File: config.mk
export PLATFORM = sky130hd
export DESIGN_NAME = fan_tach_meter
export DESIGN_NICKNAME = d
export VERILOG_FILES = /design/src/rtl/fan_tach_meter_pkg.sv /design/src/rtl/tach_glitch_filter.sv /design/src/rtl/fan_tach_meter.sv
export SDC_FILE = /design/constraint.sdc
export NUM_CORES = 1
export LEC_CHECK = 0
export ABC_AREA = 1
export CAP_MARGIN = 25
export CORE_MARGIN = 3
export CORE_UTILIZATION = 40
export DETAILED_ROUTE_END_ITERATION = 10
export GPL_TIMING_DRIVEN = 0
export HOLD_SLACK_MARGIN = 0.06
export PLACE_DENSITY = 0.61
export SYNTH_ARGS = -nofsm -noshare
export SYNTH_HDL_FRONTEND = slang
export SYNTH_SLANG_ARGS = --single-unit
export TNS_END_PERCENT = 30
File: constraint.sdc
create_clock -name clk_i -period 3.3 [get_ports clk_i]
set_input_delay 0.33 -clock clk_i [delete_from_list [all_inputs] [get_ports clk_i]]
set_output_delay 0.33 -clock clk_i [all_outputs]
set_load 0.02 [all_outputs]
File: src/rtl/fan_tach_meter_pkg.sv
// Shared clock-rate and width constants for the fan controller path.
`default_nettype none

package fan_tach_meter_pkg;

   localparam int unsigned CLK_HZ           = 10_000_000;
   localparam int unsigned ADC_BITWIDTH_DEF = 8;
   localparam int unsigned FILTER_LEN_DEF   = 4;

   // PWM/PID dividers used by the controller top level.
   localparam int unsigned PWM_CLK_DIV = 399;
   localparam int unsigned PID_CLK_DIV = 99_999;

   function automatic logic [23:0] gate_div_for_ms(input int unsigned ms);
      return 24'(CLK_HZ / 1000 * ms - 1);
   endfunction

   localparam logic [23:0] GATE_CLK_DIV_DEF = gate_div_for_ms(1000);

endpackage

`default_nettype wire

File: src/rtl/tach_glitch_filter.sv
// Tach line synchroniser and run-length deglitcher with a falling-edge strobe.
`default_nettype none

module tach_glitch_filter #(
   parameter int unsigned FILTER_LEN = 4
) (
   input  logic clk_i,
   input  logic rstn_i,
   input  logic tach_i,
   output logic fall_o
);

   localparam int unsigned RUN_W = $clog2(FILTER_LEN + 1);

   logic             sync1_q;
   logic             sync2_q;
   logic             filt_q;
   logic             filt_d;
   logic [RUN_W-1:0] run_q;
   logic [RUN_W-1:0] run_d;

   // Everything resets to the idle-high level so release never fakes an edge.
   always_ff @(posedge clk_i or negedge rstn_i) begin
      if (!rstn_i) begin
         sync1_q <= 1'b1;
         sync2_q <= 1'b1;
         filt_q  <= 1'b1;
         run_q   <= '0;
      end else begin
         sync1_q <= tach_i;
         sync2_q <= sync1_q;
         filt_q  <= filt_d;
         run_q   <= run_d;
      end
   end

   always_comb begin
      filt_d = filt_q;
      run_d  = '0;
      if (sync2_q != filt_q) begin
         if (run_q == RUN_W'(FILTER_LEN - 1)) begin
            filt_d = sync2_q;
         end else begin
            run_d = run_q + 1'b1;
         end
      end
   end

   assign fall_o = filt_q & ~filt_d;

endmodule

`default_nettype wire

File: src/rtl/fan_tach_meter.sv
// Fan tachometer: counts filtered falling edges per gate window and publishes a
// saturated speed with stall/overflow flags and a one-cycle valid strobe.
`default_nettype none

module fan_tach_meter
   import fan_tach_meter_pkg::*;
#(
   parameter logic [23:0] GATE_CLK_DIV = GATE_CLK_DIV_DEF,
   parameter int unsigned FILTER_LEN   = FILTER_LEN_DEF,
   parameter int unsigned ADC_BITWIDTH = ADC_BITWIDTH_DEF
) (
   input  logic                    clk_i,
   input  logic                    rstn_i,
   input  logic                    en_i,
   input  logic                    tach_i,
   output logic [ADC_BITWIDTH-1:0] speed_o,
   output logic                    valid_o,
   output logic                    stall_o,
   output logic                    overflow_o
);

   localparam logic [ADC_BITWIDTH:0] EDGE_MAX = {(ADC_BITWIDTH + 1){1'b1}};

   logic                    fall_w;
   logic [ADC_BITWIDTH:0]   total_w;

   logic [23:0]             gate_q,     gate_d;
   logic [ADC_BITWIDTH:0]   edge_q,     edge_d;
   logic [ADC_BITWIDTH-1:0] speed_q,    speed_d;
   logic                    valid_q,    valid_d;
   logic                    stall_q,    stall_d;
   logic                    overflow_q, overflow_d;

   tach_glitch_filter #(
      .FILTER_LEN (FILTER_LEN)
   ) u_filter (
      .clk_i  (clk_i),
      .rstn_i (rstn_i),
      .tach_i (tach_i),
      .fall_o (fall_w)
   );

   // A fall in the terminal cycle is folded into the closing window's total.
   assign total_w = (fall_w && (edge_q != EDGE_MAX)) ? edge_q + 1'b1 : edge_q;

   always_comb begin
      gate_d     = gate_q;
      edge_d     = edge_q;
      speed_d    = speed_q;
      valid_d    = 1'b0;
      stall_d    = stall_q;
      overflow_d = overflow_q;
      if (!en_i) begin
         gate_d = '0;
         edge_d = '0;
      end else if (gate_q == GATE_CLK_DIV) begin
         gate_d     = '0;
         edge_d     = '0;
         valid_d    = 1'b1;
         speed_d    = total_w[ADC_BITWIDTH] ? '1 : total_w[ADC_BITWIDTH-1:0];
         overflow_d = total_w[ADC_BITWIDTH];
         stall_d    = (total_w == '0);
      end else begin
         gate_d = gate_q + 1'b1;
         edge_d = total_w;
      end
   end

   always_ff @(posedge clk_i or negedge rstn_i) begin
      if (!rstn_i) begin
         gate_q     <= '0;
         edge_q     <= '0;
         speed_q    <= '0;
         valid_q    <= 1'b0;
         stall_q    <= 1'b0;
         overflow_q <= 1'b0;
      end else begin
         gate_q     <= gate_d;
         edge_q     <= edge_d;
         speed_q    <= speed_d;
         valid_q    <= valid_d;
         stall_q    <= stall_d;
         overflow_q <= overflow_d;
      end
   end

   assign speed_o    = speed_q;
   assign valid_o    = valid_q;
   assign stall_o    = stall_q;
   assign overflow_o = overflow_q;

endmodule

`default_nettype wire
==> run summary <==
synth warn: 0
flop-to-flop setup slack: 1130 ps
slowest cell delay on critical path: 400 ps
PD cells: 381 nW/um^2
register bit total from synthesis: 50
dpl cells: 431
crit-path most repeated cell: nand2_1
hold path depth: 0
post-synthesis cell area: 2710 sq um
most frequent cell after synthesis: nand2_1
NetSw: 0.323 mW
Worst Clk Skew: 9.51 ps
CTS root buffer: clkbuf_8
CP endpoint kind: flip-flop
critical path required time: 3510 ps
Iter 0 DRT Violations: 114
fin nets: 370
fin util: 47.5%
share of layout cells above drive strength 1: 11.3%
CTS resizes: 0
kind of start point of the critical path: flip-flop
final std cells w/o fill: 440
relative slew slack: 62.0%
setup TNS: 0 ps
CTS Sinks: 50
total power draw: 1.17 mW
Vias/cell: 4.99
switching portion of total power: 27.7%
reg2reg path depth: 14
# rows: 29
Core ar.: 6460 sq um
CTS tree: yes
clk buf depth: 2
sequential area share after synthesis: 46.3%
critical path type: reg2reg
Leak Pwr: 1.39 nW
Hold Path Class: reg2reg
setup ws final: 1130 ps
Max Clk Rate: 461 MHz
power share of the clock group: 33.9%
vias: 2195
mean post-synth cell area: 7.99 sq um
RSZ-0062 raised after global routing: false
syn_nets: 347
top cells by count, synth: nand2_1, nor2_1, dfrtp_1
Yosys cell types: 32
CP cell instances: ha_1 -> nand3_1 -> nor2_1 -> nand2_1 -> nor2_1 -> ha_1 -> inv_1 -> nand3_1 -> nor2_4 -> nand2_1 -> nand2_1 -> inv_1 -> nand2_2 -> o22a_1
ant diodes: 0
min-delay src: u_filter.sync1_q
outcome: finished clean
final WL: 5820 um
Worst-Margin Slew: 570 ps
clk_lat worst skew: 320 ps
R2R Path End: speed_o[4]
slowest CP cell: dfrtp_1
drt drc: 0
cells after synthesis: 339
H-tree Lvls: 2
Total Routing Usage GR: 16.8%
vias in the first global route: 2189
# Max-Cap Violations: 0
Max VDD drop: 0.218 mV
starting density of the core: 41.9%
final setup violation count: 0
dpl hpwl: 4530 um
Die ar.: 7790 sq um
CTS Buf Count: 5
Final Wtd Congestion: 0.877
clk slew on worst S/H paths: 110 ps
Buffers on Ports: 14
Worst Hold Path EP: u_filter.sync2_q
Die Width: 88.3 um
period utilization: 65.7%
cell internal pwr: 0.844 mW
P&R area growth vs syn: 13.3%
chip height: 88.3 um
Fin. Hold Viols: 0
routed len/inst: 13.2 um
sequential fraction of design power: 56.3%
Crit path arrival time: 2380 ps
Crit Path Max Fanout: 8
DR pass1 iterations: 4
min cycle time layout: 2170 ps
leading cell types by total area after synthesis: dfrtp_1, nand2_1, nor2_1, inv_1, nand3_1
Synth area leader: dfrtp_1
ANT nets after route: 0
combinational power share: 9.7%
Setup WS pre-CTS: 1120 ps
antenna violations before repair: 0
r2r startpoint: edge_q[0]
pin count of the biggest net entering global routing: 28
Final Max Tran Viols: 0
Yosys top cell area share: 43.4%
dominant synthesized flop cell: dfrtp_1
Async SR Flop Fraction: 100%
EDFF count, synth: 0
Ports: 15
first-pass GRT wire length: 10200 um
overflow left after global routing: 0
[metal layers]
metal	track usage [%]	up-vias	part of all wire [%]
li1	-	1119	-
met1	21.3	1034	45
met2	29.7	35	50
met3	3.07	7	3.6
met4	3.85	0	1.0
met5	0	-	0
[how the worst max path moves through the flow]
| stage | from | end | slack, ps | cells after the start |
|---|---|---|---|---|
| final | edge_q[0] | speed_o[4] | 1130 | 14 |
| after CTS | edge_q[0] | stall_o | 1100 | 14 |
| after global placement | rstn_i | gate_q[2] | 350 | 1 |
| after detailed placement | edge_q[0] | stall_o | 1120 | 14 |
| after global routing | edge_q[0] | stall_o | 860 | 14 |
| after floorplan | edge_q[0] | stall_o | 1390 | 14 |
[stage by stage]
step	area, sq um	hold WS, ps
after global placement	2940	347
after detailed placement	2960	351
after global routing	3070	359
after floorplan	2710	34.4
final	3070	351
after CTS	3070	353
[worst max-delay path, delay by kind of cell (launching register included)]
family,cells,cell delay [ps]
adders and majority gates,2,420
and+or+nand+nor,9,860
buffers and inverters,2,200
AOI/OAI and AO/OA,1,180
DFF,1,400
[cells by family after synthesis]
family	share of synthesized area (%)
AND/OR/NAND/NOR	34.8
buffers and inverters	7.49
flip-flops	46.3
AO/OA/AOI/OAI	5.27
XOR/XNOR	4.21
adder cells (fa/ha/maj)	1.85
[power groups by stage]
| stage | registers [mW] | logic, mW | clock network [mW] |
|---|---|---|---|
| after floorplan | 0.675 | 0.0636 | 0 |
| after global placement | 0.669 | 0.110 | 0 |
| after detailed placement | 0.670 | 0.116 | 0 |
| after CTS | 0.658 | 0.116 | 0.407 |
| after global routing | 0.661 | 0.128 | 0.435 |
| final | 0.658 | 0.114 | 0.396 |
[sequential cells by signal, indices dropped and copies added (netlist names)]
name	count
edge_q	9
gate_q	24
overflow_o	1
u_filter.filt_q	1
u_filter.sync2_q	1
valid_o	1
u_filter.run_q	3
speed_o	8
u_filter.sync1_q	1
stall_o	1
[timing repair]
action | CTS | global route
endpoints found under the hold margin | 20 | 0
setup buffers | 0 | 0
hold buffers | 1 | 0
setup endpoints to repair | 0 | 0
[area by class of cell]
class,instances,area [sq um]
timing repair buffer,16,165
clock inverter,3,28.8
multi-input combinational,239,1250
clock buffer,5,68.8
tap,77,96.3
buffer,3,26.3
inverter,47,176
fill,656,3390
sequential,50,1250
[cell usage in the layout (no fill, tap or decap), drive strengths merged]
cell,count
buf,4
nor2,68
dfrtp,47
nand4,5
xor2,8
nor3,17
or2,1
clkdlybuf4s50,13
o21a,2
dlygate4sd3,1
nor4,1
nand2,77
a21oi,9
nand3b,1
inv,49
clkinv,1
o22a,6
clkbuf,6
nand3,27
o21ai,6
ha,4
xnor2,5
nor3b,2
dfstp,3
No activity file was read; power rests on OpenSTA's default activity.
==> patch (same settings) <==
Set the package constant `ADC_BITWIDTH_DEF` to 12 (it was 8).
--- a/src/rtl/fan_tach_meter_pkg.sv
+++ b/src/rtl/fan_tach_meter_pkg.sv
@@ -4,7 +4,7 @@
 package fan_tach_meter_pkg;
 
    localparam int unsigned CLK_HZ           = 10_000_000;
-   localparam int unsigned ADC_BITWIDTH_DEF = 8;
+   localparam int unsigned ADC_BITWIDTH_DEF = 12;
    localparam int unsigned FILTER_LEN_DEF   = 4;
 
    // PWM/PID dividers used by the controller top level.
Interface: changed (resized speed_o); port bits go from 15 to 19. The function was not compared with the original's and may differ.
==> patch against the original RTL <==
Cell count increased by 19%. Clock power increased by 83%. Worst hold slack improved by 0.0029 ns. Wire length increased by 9.2%. Cell area increased by 17%. Synthesized area increased by 13%. Sequential cell count increased by 8. Via count increased by 14%. Utilization increased by 1.6 points. Worst setup slack improved by 0.15 ns. First-iteration DRC count decreased by 17%. Power increased by 33%. Critical endpoint is now stall_o. Highest routed layer unchanged.
==> patch: results (changes against the original RTL) <==
| Metric | Value |
|---|---|
| Number of instances resized during post-cts repair | 0 (unchanged) |
| Total GRT Usage | 16.6% (-0.20 points) |
| Remaining max-slew budget at the tightest pin | 62.4% (+0.46 points) |
| Share of post-route cells with drive strength above 1 | 9.69% (-1.6 points) |
| Post-synthesis net count | 394 (+14%) |
| Global-route wire length before repair | 11400 µm (+12%) |
| Biggest register | gate_q |
| WP data arrival | 2.25 ns (-0.13 ns) |
| Root cell of the clock tree | sky130_fd_sc_hd__clkbuf_8 |
| Fraction of registers with async set or reset after synthesis | 100% (unchanged) |
| Pin count of the biggest net entering global routing | 36 (+29%) |
| Worst-case clock buffer depth | 2 (unchanged) |
| Clock-pin slew reported for the worst setup and hold paths after clock tree synthesis | 0.06 ns (-0.05 ns) |
| Max FFs per register | 24 (unchanged) |
| Largest fanout of any net on the critical path | 7 (-1) |
| CTS Buf Count | 9 (+4) |
| Pre-CTS setup slack | 1.31 ns (+0.195 ns) |
| Fraction of the yosys area taken by sequential cells | 47.7% (+1.4 points) |
| Clock Skew | 0.00686 ns (-0.00265 ns) |
| Class of the tightest hold or removal check | flop to flop |
| Fill count | 715 (+9.0%) |
| Maximum vdd drop | 240 µV (+10%) |
| Port Buffer Count | 18 (+4) |
| Synth warn | 0 (unchanged) |
| Post-CTS Setup Inserts | 0 (unchanged) |
| Initial antenna violation count | 0 (unchanged) |
| Number of design-rule violations left by the first detailed-router iteration | 95 (-17%) |
| Number of nets in the final layout | 425 (+15%) |
| Placed Area | 3370 µm² (+14%) |
| Clock latency on the worst-skew pair | 0.34 ns (+0.02 ns) |
| Commonest cells post-synth | sky130_fd_sc_hd__nand2_1 (96), sky130_fd_sc_hd__nor2_1 (71), sky130_fd_sc_hd__dfrtp_1 (55) |
| Synth unique cells | 31 (-3.1%) |
| Largest cells by area after synthesis | sky130_fd_sc_hd__dfrtp_1 (45%), sky130_fd_sc_hd__nand2_1 (12%), sky130_fd_sc_hd__nor2_1 (8.7%) |
| Global placer's final weighted congestion | 0.902 (+2.8%) |
| Detailed placement HPWL | 4810 µm (+6.2%) |
| Overall via count from detail_route | 2513 (+14%) |
| Final routed wire length divided by cell count | 12.2 µm (-8.0%) |
| Status | finished clean |
| Number of levels in the clock H-tree | 3 (+1) |
| Cell leakage power | 1.64 nW (+18%) |
| First-pass detailed-route iteration total | 4 (unchanged) |
-- patch: path summary, 6_finish.rpt --
check,startpoint,endpoint,slack (ns),cells after the start
setup reg to reg,edge_q[0],stall_o,1.28,13
setup / recovery,edge_q[0],stall_o,1.28,13
hold reg to reg,u_filter.sync1_q,u_filter.sync2_q,0.35,0
min in group asynchronous,rstn_i,gate_q[3],0.51,2
max in group asynchronous,rstn_i,u_filter.sync1_q,2.14,3
hold / removal,u_filter.sync1_q,u_filter.sync2_q,0.35,0
-- patch: kinds of logic (layout without fill, tap and decap cells) --
logic type / Yosys count / after routing / share of synthesized area [%]
AOI/OAI and AO/OA: 30 / 30 / 6.65
adders and majority gates: 3 / 3 / 1.23
buffers and inverters: 58 / 94 / 7.76
and+or+nand+nor: 229 / 229 / 34.0
xor gates and xnor gates: 9 / 9 / 2.59
DFF: 58 / 58 / 47.7
-- patch: cell type report --
cell class | count | area, µm² | area share [%]
Clock inverter | 5 | 77.6 | 2.16
Buffer | 6 | 41.3 | 1.15
Sequential cell | 58 | 1460 | 40.5
Timing Repair Buffer | 20 | 205 | 5.71
Multi-Input combinational cell | 271 | 1360 | 37.7
Inverter | 52 | 195 | 5.43
Tap cell | 99 | 124 | 3.44
Clock buffer | 11 | 141 | 3.93
-- patch: per-layer routing --
metal	global-route usage (%)	share of wire (%)	vias to the layer above
li1	-	-	1298
met5	0	0	-
met1	21.2	48	1177
met2	27.0	48	29
met4	7.33	1.7	0
met3	3.38	2.2	9
-- patch: critical path: stages, from the launching register on --
cell and delay [ns]:
sky130_fd_sc_hd__dfrtp_1 0.46, sky130_fd_sc_hd__ha_1 0.28, sky130_fd_sc_hd__inv_1 0.10, sky130_fd_sc_hd__nor2_1 0.06
sky130_fd_sc_hd__nand2_1 0.12, sky130_fd_sc_hd__nor2_1 0.06, sky130_fd_sc_hd__nor2_1 0.34, sky130_fd_sc_hd__nand2_1 0.12
sky130_fd_sc_hd__nand2_1 0.11, sky130_fd_sc_hd__nor2_1 0.04, sky130_fd_sc_hd__nand2_1 0.05, sky130_fd_sc_hd__nor2_1 0.05
sky130_fd_sc_hd__nand2_1 0.06, sky130_fd_sc_hd__nand2_1 0.05
-- patch: where the power goes --
group / switching, mW / internal (mW) / total (mW)
Combinational: 0.0523 / 0.0265 / 0.0788
Sequential: 0.0123 / 0.735 / 0.748
Clock: 0.283 / 0.443 / 0.726
Total: 0.347 / 1.20 / 1.55
-- patch: stage by stage --
stage / util, % / total power [mW] / cells
after floorplan: - / 0.805 / 387
after global placement: 45.7 / 0.835 / 504
after detailed placement: 45.9 / 0.841 / 505
after CTS: 49.1 / 1.58 / 522
after global routing: 49.1 / 1.62 / 522
final: 49.1 / 1.55 / 522
